===== src/rtl/fp_addsub_arbiter.sv =====
// Round-robin front end sharing one multi-cycle FP add/sub core between two requesters.
// Optional FP_EXC_BYPASS_EN answers NaN and inf-inf operations without using the core.
module fp_addsub_arbiter #(
    parameter int WIDTH     = 32,
    parameter int EXP_BITS  = 8,
    parameter int MANT_BITS = 23,
    parameter int TIMEOUT   = 16
) (
    input  logic             clk,
    input  logic             rst,
    input  logic             req0_valid,
    output logic             req0_ready,
    input  logic [WIDTH-1:0] req0_a,
    input  logic [WIDTH-1:0] req0_b,
    input  logic             req0_op,
    input  logic             req1_valid,
    output logic             req1_ready,
    input  logic [WIDTH-1:0] req1_a,
    input  logic [WIDTH-1:0] req1_b,
    input  logic             req1_op,
    output logic             rsp0_valid,
    input  logic             rsp0_ready,
    output logic [WIDTH-1:0] rsp0_result,
    output logic             rsp0_invalid,
    output logic             rsp0_timeout,
    output logic             rsp1_valid,
    input  logic             rsp1_ready,
    output logic [WIDTH-1:0] rsp1_result,
    output logic             rsp1_invalid,
    output logic             rsp1_timeout,
    output logic             core_start,
    output logic [WIDTH-1:0] core_a,
    output logic [WIDTH-1:0] core_b,
    output logic             core_op,
    input  logic             core_done,
    input  logic [WIDTH-1:0] core_result,
    input  logic             core_invalid
);
    localparam int CW = (TIMEOUT > 1) ? $clog2(TIMEOUT) : 1;
    localparam logic [WIDTH-1:0] QNAN =
        {1'b0, {EXP_BITS{1'b1}}, 1'b1, {(MANT_BITS-1){1'b0}}};

    typedef enum logic [1:0] {
        S_IDLE,
        S_ISSUE,
        S_WAIT,
        S_RESP
    } state_t;

    state_t           r_state;
    state_t           w_next;
    logic             r_last;
    logic             r_gnt;
    logic [WIDTH-1:0] r_a;
    logic [WIDTH-1:0] r_b;
    logic             r_op;
    logic [WIDTH-1:0] r_res;
    logic             r_inv;
    logic             r_to;
    logic [CW-1:0]    r_cnt;

    logic             w_gnt1;
    logic             w_acc;
    logic             w_expire;
    logic             w_bypass;
    logic [WIDTH-1:0] w_sel_a;
    logic [WIDTH-1:0] w_sel_b;
    logic             w_sel_op;

    // req1 wins only when alone or when req0 was served last
    assign w_gnt1   = req1_valid & (~req0_valid | ~r_last);
    assign w_acc    = (r_state == S_IDLE) & ~rst & (req0_valid | req1_valid);
    assign w_expire = (r_cnt == CW'(TIMEOUT - 1));
    assign w_sel_a  = w_gnt1 ? req1_a  : req0_a;
    assign w_sel_b  = w_gnt1 ? req1_b  : req0_b;
    assign w_sel_op = w_gnt1 ? req1_op : req0_op;

`ifdef FP_EXC_BYPASS_EN
    function automatic logic f_nan(input logic [WIDTH-1:0] x);
        return (&x[WIDTH-2:MANT_BITS]) & (|x[MANT_BITS-1:0]);
    endfunction

    function automatic logic f_inf(input logic [WIDTH-1:0] x);
        return (&x[WIDTH-2:MANT_BITS]) & ~(|x[MANT_BITS-1:0]);
    endfunction

    logic w_eff_sub;
    assign w_eff_sub = w_sel_a[WIDTH-1] ^ w_sel_b[WIDTH-1] ^ ~w_sel_op;
    assign w_bypass  = f_nan(w_sel_a) | f_nan(w_sel_b)
                     | (f_inf(w_sel_a) & f_inf(w_sel_b) & w_eff_sub);
`else
    assign w_bypass = 1'b0;
`endif

    always_comb begin
        w_next     = r_state;
        req0_ready = 1'b0;
        req1_ready = 1'b0;
        core_start = 1'b0;
        rsp0_valid = 1'b0;
        rsp1_valid = 1'b0;
        unique case (r_state)
            S_IDLE: begin
                req0_ready = ~rst & req0_valid & ~w_gnt1;
                req1_ready = ~rst & w_gnt1;
                if (w_acc) w_next = w_bypass ? S_RESP : S_ISSUE;
            end
            S_ISSUE: begin
                core_start = 1'b1;
                w_next     = S_WAIT;
            end
            S_WAIT: begin
                if (core_done || w_expire) w_next = S_RESP;
            end
            S_RESP: begin
                rsp0_valid = ~r_gnt;
                rsp1_valid = r_gnt;
                if (r_gnt ? rsp1_ready : rsp0_ready) w_next = S_IDLE;
            end
            default: w_next = S_IDLE;
        endcase
    end

    always_ff @(posedge clk) begin
        if (rst) begin
            r_state <= S_IDLE;
            r_last  <= 1'b1;
            r_gnt   <= 1'b0;
            r_a     <= '0;
            r_b     <= '0;
            r_op    <= 1'b0;
            r_res   <= '0;
            r_inv   <= 1'b0;
            r_to    <= 1'b0;
            r_cnt   <= '0;
        end else begin
            r_state <= w_next;
            unique case (r_state)
                S_IDLE: begin
                    if (w_acc) begin
                        r_a    <= w_sel_a;
                        r_b    <= w_sel_b;
                        r_op   <= w_sel_op;
                        r_gnt  <= w_gnt1;
                        r_last <= w_gnt1;
                        if (w_bypass) begin
                            r_res <= QNAN;
                            r_inv <= 1'b1;
                            r_to  <= 1'b0;
                        end
                    end
                end
                S_ISSUE: r_cnt <= '0;
                S_WAIT: begin
                    // a done on the expiry cycle still returns the core result
                    if (core_done) begin
                        r_res <= core_result;
                        r_inv <= core_invalid;
                        r_to  <= 1'b0;
                    end else if (w_expire) begin
                        r_res <= QNAN;
                        r_inv <= 1'b1;
                        r_to  <= 1'b1;
                    end else begin
                        r_cnt <= r_cnt + 1'b1;
                    end
                end
                default: ;
            endcase
        end
    end

    assign core_a       = r_a;
    assign core_b       = r_b;
    assign core_op      = r_op;
    assign rsp0_result  = r_res;
    assign rsp0_invalid = r_inv;
    assign rsp0_timeout = r_to;
    assign rsp1_result  = r_res;
    assign rsp1_invalid = r_inv;
    assign rsp1_timeout = r_to;
endmodule


===== config.mk =====
export PLATFORM = sky130hd
export DESIGN_NAME = fp_addsub_arbiter
export DESIGN_NICKNAME = d
export VERILOG_FILES = /design/src/rtl/fp_addsub_arbiter.sv
export SDC_FILE = /design/constraint.sdc
export NUM_CORES = 1
export LEC_CHECK = 0
export CAP_MARGIN = 10
export CORE_MARGIN = 4
export CORE_UTILIZATION = 41
export DETAILED_ROUTE_END_ITERATION = 16
export PLACE_DENSITY = 0.95
export SLEW_MARGIN = 10
export SYNTH_ARGS = -nofsm -noshare
export SYNTH_HDL_FRONTEND = slang
export SYNTH_SLANG_ARGS = --single-unit

===== constraint.sdc =====
create_clock -name clk -period 3.3 [get_ports clk]
set_input_delay 0.66 -clock clk [delete_from_list [all_inputs] [get_ports clk]]
set_output_delay 0.66 -clock clk [all_outputs]
set_load 0.02 [all_outputs]

==> results.ini, run 1 <==
[yosys]
synth_top_cells_by_area = dfxtp_1, mux2i_1, a211oi_2, a21oi_1, buf_4
ys_types = 39
synth_seq_cells = 107
syn_nets = 698
synth_area_per_cell_sq_um = 9.983
synth_ff_type = dfxtp_1
synth-seq-area-share_pct = 41.03
netlist_instances = 523
yosysTopAreaCellShare_pct = 41.03
yosysMostFrequentCell = dfxtp_1
async_reset_ff_share_pct = 0
synth_edf_count = 0
synth_area_sq_mm = 0.005221
yosysTopAreaCell = dfxtp_1
synth.top_cells.by_count = dfxtp_1, a21oi_1, mux2i_1
ys.warnings.count = 0

[floorplan]
pin_count = 308
die_w_microns = 120.9
core.rowCount = 40
die_y_microns = 120.9
die_area_sq_mm = 0.01460
initial_core_util_pct = 42.58
core-area_sq_mm = 0.01226

[detailed_routing]
routed_wl_microns = 17480
drtPass1Iterations = 5
ant_nets = 0
vias_per_cell = 5.344
drc = 0
first_iter_violations = 329
vias = 5023
detail_route.wl_per_cell_microns = 18.60

[timing]
fin_crit_sh_pct = 85.97
finalSetupTns_ns = 0
post-route-min-period_ns = 2.837
hold_viol = 0
worst_slew_pin_slew_ns = 0.9945
drv_slew = 0
whs_ns = 0.5027
max_freq_ghz = 0.3525
setup_viol = 0
rsz0062_at_grt = no
finalClockSkew_ns = 0.008738
max_slew_margin_pct = 33.70

[global_route]
grt_pass1_vias = 5234
antenna_found_initial = 0
grt_usage_pct = 23.06
overflow = 0
grt_pass1_wl_microns = 27260
grt_max_degree = 67

[pwr]
ir_drop_mv = 0.2991
leakagePower_nw = 2.912
power_density_mw_per_mm2 = 637.8

[final_layout]
fin_nets = 942
n_antenna_cell = 0
drive_above_1_share_pct = 11.79
area_growth_syn_to_layout_pct = 59.69

[clocking]
postCtsSetupBuffers = 0
clk-insertion-delay-late_ns = 0.34
tritoncts = yes
cts.sinks = 107
clock_path_buffers = 2
cts_buffers = 9
root_buffer = clkbuf_16
htreeDepth = 3
postCtsHoldBufs = 0
clk_pin_slew_worst_paths_ns = 0.07
cts_resized = 0

[setup_path]
critPathMaxFanout = 4
critPathRequiredTime_ns = 2.64
arrival_ns = 2.18
worstSetupPathType = input pin to output port
cp-end-kind = output port
start_kind = input pin

[hold_path]
hold_class = flip-flop to flip-flop

[place]
gp_congestion = 0.8917
hpwl_microns = 13240
io_buffers = 307

[flow_run]
drv_cap = 0

[status]
status = finished, final reports clean

==> sequential cells by signal, summed over array words and instances (netlist names) <==
register and flops:
core_a 32, core_b 32, core_op 1, r_cnt 4
r_gnt 1, r_last 1, r_state 2, rsp0_invalid 1
rsp0_result 32, rsp0_timeout 1
==> logic make-up after synthesis <==
| kind of cell | count (synthesis) | share of synthesized area (%) |
|---|---|---|
| AOI/OAI and AO/OA | 205 | 29.55 |
| adders and majority gates | 5 | 1.198 |
| buffers and inverters | 88 | 10.76 |
| DFF | 107 | 41.03 |
| muxes | 67 | 12.84 |
| and+or+nand+nor | 51 | 4.625 |
==> final timing paths <==
check	from	endpoint	slack [ns]	depth (start not counted)
max	req1_valid	req1_ready	0.46	4
min	rsp0_result[8]$_SDFFE_PP0P_	rsp0_result[8]$_SDFFE_PP0P_	0.50	2
max reg2reg	r_state[0]$_SDFFE_PP0P_	core_a[5]$_SDFFE_PP0P_	1.18	6
min reg2reg	rsp0_result[8]$_SDFFE_PP0P_	rsp0_result[8]$_SDFFE_PP0P_	0.50	2
==> power breakdown <==
group / switching [mW] / internal (mW)
registers: 0.187 / 1.58
clock network: 0.478 / 0.536
logic: 1.34 / 1.20
total: 2.01 / 3.31
==> final cells by class <==
cell class | count | area (sq um)
Clock buffer | 11 | 242.7
Clock inverter | 5 | 37.54
Fill cell | 859 | 3924
Inverter | 4 | 15.01
Multi-Input combinational cell | 328 | 2532
Sequential cell | 107 | 2142
Tap cell | 168 | 210.2
Timing Repair Buffer | 317 | 3158
==> metrics by stage <==
step           setup slack [ns]  total power, mW  instance area (sq um)  std cells  utilization, %
2_1_floorplan             1.098            3.338                   5221        523               -
3_3_place_gp             0.5052            4.246                   8058        924           65.71
3_5_place_dp             0.4423            4.339                   8058        924           65.71
4_1_cts                  0.4599            5.365                   8338        940           68.00
5_1_grt                  0.3927            5.602                   8338        940           68.00
6_report                 0.4628            5.318                   8338        940           68.00
==> worst max-delay path: stages <==
cell,delay (ns)
clkdlybuf4s50_1,0.52
a21boi_4,0.24
and2_1,0.15
clkdlybuf4s50_1,0.61
==> layout by cell type, fill, tap and decap left out, drive strengths merged, types with 3 or more instances in the layout <==
| cell | Yosys | layout |
|---|---|---|
| inv | 4 | 5 |
| o21ai | 24 | 24 |
| a21oi | 93 | 93 |
| buf | 55 | 11 |
| dfxtp | 107 | 107 |
| o211ai | 3 | 3 |
| a211oi | 65 | 65 |
| o221a | 10 | 10 |
| nor2 | 3 | 3 |
| ha | 5 | 5 |
| clkbuf | 29 | 11 |
| nand3 | 3 | 3 |
| nand2 | 28 | 28 |
| nor2b | 3 | 3 |
| and2 | 5 | 5 |
| clkdlybuf4s50 | 0 | 306 |
| mux2i | 67 | 67 |
==> metal layers <==
layer  up-vias  global-route usage [%]  part of all wire (%)
li1       2377                       -                     -
met1      2377                   26.34                    39
met2       246                   41.92                    52
met3        23                   6.480                   7.8
met4         0                   6.232                   1.7
met5         -                       0                     0
Power figures use the tool's default switching activity.
==> inputs of run 2 (changes only) <==
clock period = 3.36 ns   (was 3.3 ns; I/O delays follow)
==> run 2 against run 1 <==
  * Routed wire length up 2.1%
  * Cell area about the same
  * Die area unchanged
  * Critical path type unchanged
  * First-iteration DRC count up 15%
  * Global-route usage up 0.20 points
  * Register-to-register slack better by 0.07 ns
==> results.ini, run 2 (same netlist as run 1, synthesis figures left out) <==
[floorplan]
pin_count = 308  ; unchanged
initial_core_util_pct = 42.58  ; unchanged
die_area_sq_mm = 0.01460  ; unchanged
core.rowCount = 40  ; unchanged
core-area_sq_mm = 0.01226  ; unchanged
die_w_microns = 120.9  ; unchanged
die_y_microns = 120.9  ; unchanged

[place]
hpwl_microns = 13440  ; +1.5%
io_buffers = 307  ; unchanged
place_ws_ns = 0.5141  ; +0.07180 ns
gp_congestion = 0.8897  ; -0.22%

[final_layout]
n_antenna_cell = 0  ; unchanged
final_cell_mix = clkdlybuf4s50_1, dfxtp_1, a21oi_1
mostFrequentLayoutCell = clkdlybuf4s50_1
drive_above_1_share_pct = 11.54  ; -0.24 points
area_growth_syn_to_layout_pct = 59.84  ; about the same
post-route-util_pct = 68.06  ; about the same
fin_nets = 941  ; -0.11%

[global_route]
antenna_found_initial = 0  ; unchanged
grt_usage_pct = 23.26  ; +0.20 points
grt_pass1_wl_microns = 27510  ; +0.91%
overflow = 0  ; unchanged
grt_max_degree = 67  ; unchanged
grt_pass1_vias = 5272  ; +0.73%

[clocking]
clk_pin_slew_worst_paths_ns = 0.06  ; about the same
root_buffer = clkbuf_16
clk-insertion-delay-late_ns = 0.33  ; about the same
cts_resized = 0  ; unchanged
clock_path_buffers = 2  ; unchanged
cts.sinks = 107  ; unchanged
postCtsSetupBuffers = 0  ; unchanged
cts_buffers = 9  ; unchanged
postCtsHoldBufs = 0  ; unchanged
tritoncts = yes
htreeDepth = 3  ; unchanged

[pwr]
power_mw = 5.293  ; -0.48%
ir_drop_mv = 0.3044  ; +1.8%
power_density_mw_per_mm2 = 634.2  ; -0.57%
leakagePower_nw = 2.922  ; +0.33%

[timing]
max_freq_ghz = 0.3520
worst_slew_pin_slew_ns = 1.014  ; +0.01916 ns
drv_slew = 0  ; unchanged
post-route-min-period_ns = 2.841
whs_ns = 0.5094  ; +0.006724 ns
finalClockSkew_ns = 0.01028  ; +0.001540 ns
finalSetupTns_ns = 0  ; unchanged
max_slew_margin_pct = 32.43  ; -1.3 points
setup_viol = 0  ; unchanged
rsz0062_at_grt = no
hold_viol = 0  ; unchanged
setup_ws_ns = 0.5189  ; +0.05611 ns
fin_crit_sh_pct = 84.56

[detailed_routing]
drc = 0  ; unchanged
vias = 5102  ; +1.6%
first_iter_violations = 378  ; +15%
ant_nets = 0  ; unchanged
detail_route.wl_per_cell_microns = 19.01  ; +2.2%
drtPass1Iterations = 4  ; -1
routed_wl_microns = 17850  ; +2.1%
vias_per_cell = 5.433  ; +1.7%

[setup_path]
start_kind = input pin
arrival_ns = 2.17  ; about the same
timing.rr.start = r_state[0]$_SDFFE_PP0P_
ff2ff_setup_slack_ns = 1.25  ; +0.07 ns
cp-end-kind = output port
critPathRequiredTime_ns = 2.69  ; +0.05 ns
worstSetupPathType = input pin to output port
critPathMaxFanout = 5  ; +1
r2r_cells = 6  ; unchanged
reg2reg_to = core_b[12]$_SDFFE_PP0P_

[status]
status = finished, final reports clean

[flow_run]
drv_cap = 0  ; unchanged

[hold_path]
hold_class = flip-flop to flip-flop
hold_depth = 2  ; unchanged
worstHoldEndpoint = rsp0_result[8]$_SDFFE_PP0P_
min_from = rsp0_result[8]$_SDFFE_PP0P_

==> run 2: changes by cell type in the layout (fill, tap and decap cells not counted) <==
| cell | previous run | this run |
|---|---|---|
| clkbuf_1 | 1 | 2 |
| buf_4 | 10 | 9 |
| clkinv_4 | 1 | 0 |
| clkinvlp_4 | 2 | 0 |
| clkinv_2 | 1 | 2 |
| bufinv_16 | 0 | 1 |
==> run 2: how the worst max path moves through the flow <==
stage / start / to / slack [ns]
after CTS: req0_valid / req1_ready / 0.52
after global routing: req0_valid / req1_ready / 0.45
after floorplan: rst / req0_ready / 1.13
after global placement: req1_valid / req1_ready / 0.56
after detailed placement: req1_valid / core_a[1]$_SDFFE_PP0P_ / 0.51
final: req0_valid / req1_ready / 0.52
==> run 2: final cells by class <==
type | count | area (sq um)
fill | 866 | 3916
tap | 168 | 210.2
clock buffer | 12 | 246.5
multi-input combinational | 328 | 2532
sequential | 107 | 2142
clock inverter | 4 | 48.80
timing repair buffer | 316 | 3151
inverter | 4 | 15.01
==> run 2: critical path, cell delays in order <==
cell and delay (ns):
clkdlybuf4s50_1 0.52, a21boi_4 0.22, and2_1 0.15, clkdlybuf4s50_1 0.61
==> run 2: per-layer routing <==
layer	wire length (microns)	track usage, %	up-vias	part of all wire, %
li1	-	-	2373	-
met1	7047	27.76	2439	39
met2	9043	40.60	257	51
met3	1288	5.315	33	7.2
met4	472	8.640	0	2.6
met5	0	0	-	0
==> run 2: power by group <==
part / internal (mW) / switching (mW) / total [mW]
Combinational: 1.17 / 1.33 / 2.50
Clock: 0.600 / 0.457 / 1.06
Sequential: 1.55 / 0.184 / 1.73
Total: 3.32 / 1.97 / 5.29
==> run 2: through the flow <==
step / cells / cell area [sq um]
final: 939 / 8346
after global routing: 939 / 8346
after CTS: 939 / 8346
after detailed placement: 923 / 8050
after global placement: 923 / 8050
after floorplan: 523 / 5221
